`src/rtl/bcd_bin_seq.sv`:
```
// Sequential packed-BCD to binary converter: one digit per clock, MSD first,
// acc = acc*10 + digit, with a start/busy/done handshake and invalid-digit flag.
module bcd_bin_seq #(
  parameter int DIGITS = 4,
  parameter int BIN_W  = 14
) (
  input  logic                  i_clk,
  input  logic                  i_rst,
  input  logic                  i_start,
  input  logic [4*DIGITS-1:0]   i_bcd,
  output logic                  o_busy,
  output logic                  o_done,
  output logic [BIN_W-1:0]      o_binary,
  output logic                  o_err,
  output logic [1:0]            o_state
);

  localparam int SR_W  = 4 * DIGITS;
  localparam int CNT_W = (DIGITS > 1) ? $clog2(DIGITS) : 1;

  typedef enum logic [1:0] {
    S_IDLE = 2'd0,
    S_CONV = 2'd1,
    S_DONE = 2'd2
  } state_t;

  state_t             r_state;
  logic [SR_W-1:0]    r_shift;
  logic [BIN_W-1:0]   r_acc;
  logic [CNT_W-1:0]   r_cnt;
  logic               r_err_flag;
  logic               r_busy;
  logic               r_done;
  logic [BIN_W-1:0]   r_binary;
  logic               r_err;

  state_t             w_state_nxt;
  logic [SR_W-1:0]    w_shift_nxt;
  logic [BIN_W-1:0]   w_acc_nxt;
  logic [CNT_W-1:0]   w_cnt_nxt;
  logic               w_err_flag_nxt;
  logic               w_busy_nxt;
  logic               w_done_nxt;
  logic [BIN_W-1:0]   w_binary_nxt;
  logic               w_err_nxt;

  logic [3:0]         w_digit;
  logic [BIN_W-1:0]   w_acc_step;
  logic               w_err_step;
  logic               w_last;

  // Handshake: i_start is a request honoured only in IDLE (it is not queued);
  // o_busy is high from the accept edge until the result edge; o_done pulses
  // for one cycle with o_binary/o_err valid, and those two hold until the next result.
  assign w_digit    = r_shift[SR_W-1 -: 4];
  assign w_acc_step = (r_acc << 3) + (r_acc << 1) + BIN_W'(w_digit);
  assign w_err_step = r_err_flag | (w_digit > 4'd9);
  assign w_last     = (r_cnt == CNT_W'(DIGITS - 1));

  always_comb begin
    w_state_nxt    = r_state;
    w_shift_nxt    = r_shift;
    w_acc_nxt      = r_acc;
    w_cnt_nxt      = r_cnt;
    w_err_flag_nxt = r_err_flag;
    w_busy_nxt     = r_busy;
    w_done_nxt     = 1'b0;
    w_binary_nxt   = r_binary;
    w_err_nxt      = r_err;
    case (r_state)
      S_IDLE: begin
        if (i_start) begin
          w_shift_nxt    = i_bcd;
          w_acc_nxt      = '0;
          w_cnt_nxt      = '0;
          w_err_flag_nxt = 1'b0;
          w_busy_nxt     = 1'b1;
          w_state_nxt    = S_CONV;
        end
      end
      S_CONV: begin
        w_acc_nxt      = w_acc_step;
        w_err_flag_nxt = w_err_step;
        w_shift_nxt    = r_shift << 4;
        w_cnt_nxt      = r_cnt + CNT_W'(1);
        if (w_last) begin
          // Invalid words report zero rather than a truncated, meaningless value.
          w_binary_nxt = w_err_step ? '0 : w_acc_step;
          w_err_nxt    = w_err_step;
          w_busy_nxt   = 1'b0;
          w_done_nxt   = 1'b1;
          w_state_nxt  = S_DONE;
        end
      end
      S_DONE: begin
        w_state_nxt = S_IDLE;
      end
      default: begin
        w_state_nxt = S_IDLE;
        w_busy_nxt  = 1'b0;
      end
    endcase
  end

  always_ff @(posedge i_clk) begin
    if (i_rst) begin
      r_state    <= S_IDLE;
      r_shift    <= '0;
      r_acc      <= '0;
      r_cnt      <= '0;
      r_err_flag <= 1'b0;
      r_busy     <= 1'b0;
      r_done     <= 1'b0;
      r_binary   <= '0;
      r_err      <= 1'b0;
    end else begin
      r_state    <= w_state_nxt;
      r_shift    <= w_shift_nxt;
      r_acc      <= w_acc_nxt;
      r_cnt      <= w_cnt_nxt;
      r_err_flag <= w_err_flag_nxt;
      r_busy     <= w_busy_nxt;
      r_done     <= w_done_nxt;
      r_binary   <= w_binary_nxt;
      r_err      <= w_err_nxt;
    end
  end

  assign o_busy   = r_busy;
  assign o_done   = r_done;
  assign o_binary = r_binary;
  assign o_err    = r_err;
  assign o_state  = r_state;

endmodule

```
`config.mk`:
```
export PLATFORM = sky130hd
export DESIGN_NAME = bcd_bin_seq
export DESIGN_NICKNAME = d
export VERILOG_FILES = /design/src/rtl/bcd_bin_seq.sv
export SDC_FILE = /design/constraint.sdc
export NUM_CORES = 1
export LEC_CHECK = 0
export CAP_MARGIN = 10
export CORE_MARGIN = 10
export CORE_UTILIZATION = 54
export DETAILED_ROUTE_END_ITERATION = 8
export PLACE_DENSITY_LB_ADDON = 0.05
export RECOVER_POWER = 50
export REMOVE_ABC_BUFFERS = 1
export SYNTH_ARGS = -nofsm -noshare
export SYNTH_HDL_FRONTEND = slang
export SYNTH_SLANG_ARGS = --single-unit
```
`constraint.sdc`:
```
create_clock -name i_clk -period 3 [get_ports i_clk]
set_clock_uncertainty 0.15 [all_clocks]
set_input_delay 0.45 -clock i_clk [delete_from_list [all_inputs] [get_ports i_clk]]
set_output_delay 0.45 -clock i_clk [all_outputs]
set_load 0.03 [all_outputs]
```
==> metrics <==
run status=completed; Worst Reg2Reg Path Length in Cells=9; startpoint types=register; number of standard-cell rows in the floorplan=25; Die X=90.2 um; total half-perimeter wirelength after legalization and detailed placement=4.57 mm; fraction of registers with async set/reset=0%; worst reg2reg startpoint=r_acc[0]; layout cell share with drive strength beyond 1=~7%; unrepaired setup endpoints after global routing=no; Period Utilization, post-route=between 90 and 100%; Peak Freq=between 0.3 and 0.4 GHz; Sinks on Clock Net=just over 50; First DRT Iteration DRCs=98; most used flip-flop cell after synthesis=dfxtp_1; global-route wire length before repair=between 10 and 15 mm; number of failing setup endpoints in the final timing report=0; number of antenna violations at the first check in global routing=0; synth top area cells=dfxtp_1 38%, ha_1 11%, nor2_1 8.5%, a22oi_1 5.1%, a21oi_1 4.1%; Worst-path clk slew=around 90 ps; number of vias per cell after detailed routing=between 5 and 6; area used by multi-input combinational logic=between 1500 and 2000 um2; full die area=between 8000 and 9000 um2; leading area contributor after synthesis=dfxtp_1; die height=around 90 um; startpoint of the most critical setup path=r_acc[0]; Routed WL per cell=around 15 um; transition time of the tightest slew-check pin=roughly 1000 ps; clock latency on the worst-skew pair=310 ps; worst vdd ir=between 0.3 and 0.4 mV; Crit path required time=3100 ps; clock buffer depth=2; CTS resizes=0; Post-Route Setup TNS=0 ps; largest net degree at the start of global routing=25; DRC errors left=0; post-route total power=around 1.3 mW; synthesized instance count=314; dpl cell area=3090 um2; Maximum Capacitance Violations=0; average cell area after synthesis=between 8 and 9 um2; Final Max Slew Viols=0; post-synthesis to final-layout area growth=19.8%; kind of capture point of the worst setup path=register; top fanout value on the critical path=3; Seq. cell area=about 1000 um2; count of different cell masters after synthesis=43; crit path DAT=~2800 ps; fillcell total=446; setup bufs post-CTS=0; post-detailed-route count of antenna-violating nets=0; power density over the cells=between 400 and 500 nW/um2; cell area after synthesis=between 2000 and 3000 um2; final wirelength=6.07 mm; share of the synthesized area in the top cell type=38.3%; Period minus WS final=around 2700 ps; number of hold violations in the final report=0; commonest cells in the netlist=60 x nor2_1, 51 x dfxtp_1, 24 x nand2_1, 23 x ha_1, 22 x a21oi_1; GRT Resource Usage Total=between 10% and 20%; number of top-level design ports=38; number of nets at the end of the flow=between 300 and 400; kind of critical path=register to register; first drt pass iteration count=4; area of the core region=between 4000 and 5000 um2; hold buffer count at cts=0; fraction of the yosys area taken by sequential cells=38.3%; Root Buffer=clkbuf_8; starting density of the core=56.0%; crit path to=r_acc[8]; Remaining Overflow, GRT=0; # port buffers=37; H-tree depth reported by CTS=2; final instance area=between 3000 and 4000 um2; routability congestion estimate=about 0.85; via count=~2300; terminus of the critical flop-to-flop path=r_acc[8]; Worst R2R Setup Slack=approximately 290 ps; Inserted Clock Buffers=5; number of antenna diodes=0; via count of the first global-routing pass=2153; most repeated cell in the gate-level netlist after synthesis=nor2_1; clock tree from TritonCTS=built; number of enable-type register cells in the synthesized netlist=0; HP Class=register to register; post-route core utilization=roughly two thirds; Seq cells post-synth=51; number of warnings reported in the yosys synthesis log=0; tightest slew margin relative to the limit=a little under a third; Static Leakage=approximately 1.4 nW
==> per-stage QoR <==
stage                     std cells  hold slack, ps  worst slack, ps
after floorplan                 297             285              310
after global placement          408             290              391
after detailed placement        408             300              322
after CTS                       416             317              277
after global routing            416             330              147
final                           416             310              286
==> routing by layer <==
| layer | vias to the layer above | global-route usage, % | wire length, um |
|---|---|---|---|
| li1 | 1164 | - | - |
| met1 | 1072 | 18.2 | 2810 |
| met2 | 41 | 23.8 | 2930 |
| met3 | 5 | 4.16 | 278 |
| met4 | 0 | 4.38 | 58 |
| met5 | - | 0 | 0 |
==> layout by cell type (no fill, tap or decap), types with 4 or more instances in the layout <==
master           netlist  layout
a211oi_1               4       4
a21oi_1               22      22
a22o_1                 4       4
a22oi_1               18      18
a311oi_1               7       7
buf_4                  1       5
clkbuf_8               0       7
clkdlybuf4s50_1        0      19
dfxtp_1               51      51
dlygate4sd3_1          0      18
ha_1                  23      23
inv_1                 12      12
nand2_1               24      24
nand2b_1               4       4
nor2_1                60      60
nor2b_1               10      10
nor3_1                 6       6
o21ai_0                8       8
xnor2_1                6       6
xor2_1                 5       5
==> how the worst min path moves through the flow <==
stage / from / cells past startpoint / endpoint / slack (ps)
2_1_floorplan: r_err_flag / 2 / r_err_flag / 290
3_3_place_gp: o_binary[13] / 2 / o_binary[13] / 290
3_5_place_dp: o_binary[13] / 2 / o_binary[13] / 300
4_1_cts: o_binary[13] / 2 / o_binary[13] / 320
5_1_grt: o_binary[13] / 2 / o_binary[13] / 330
6_report: o_binary[13] / 2 / o_binary[13] / 310
==> critical path: stages, from the launching register on <==
cell and delay, ps:
dfxtp_1 370, inv_1 70, fa_1 500, fa_1 490, nor2b_2 140, o31a_2 150
o21ai_0 100, and2b_1 220, or4_1 410, nand3_1 80
==> logic make-up (layout without fill, tap and decap cells) <==
kind of cell,after synthesis,count (layout),share of synthesized area [%]
fa+ha+maj,25,25,12.3
flops,51,51,38.3
simple gates,119,119,20.6
xor+xnor,11,11,3.62
compound gates,78,78,20.2
mux,1,1,0.376
buf+inv,29,64,4.56
==> flip-flops by register name, indices dropped and copies added, names as in the netlist <==
register    flops
o_done          1
r_acc          13
o_state         2
o_busy          1
o_err           1
r_shift        16
o_binary       14
r_cnt           2
r_err_flag      1
==> cell type report <==
class / count / area share [%]
sequential: 51 / 32.0
clock buffer: 7 / 3.02
inverter: 12 / 1.41
clock inverter: 1 / 0.235
tap: 67 / 2.63
multi-input combinational: 234 / 47.6
timing repair buffer: 44 / 13.1
==> power breakdown <==
part / internal [mW] / switching, mW
combinational: 0.0791 / 0.0992
clock: 0.210 / 0.226
sequential: 0.702 / 0.0189
total: 0.991 / 0.344
(Power assumes the default switching activity.)
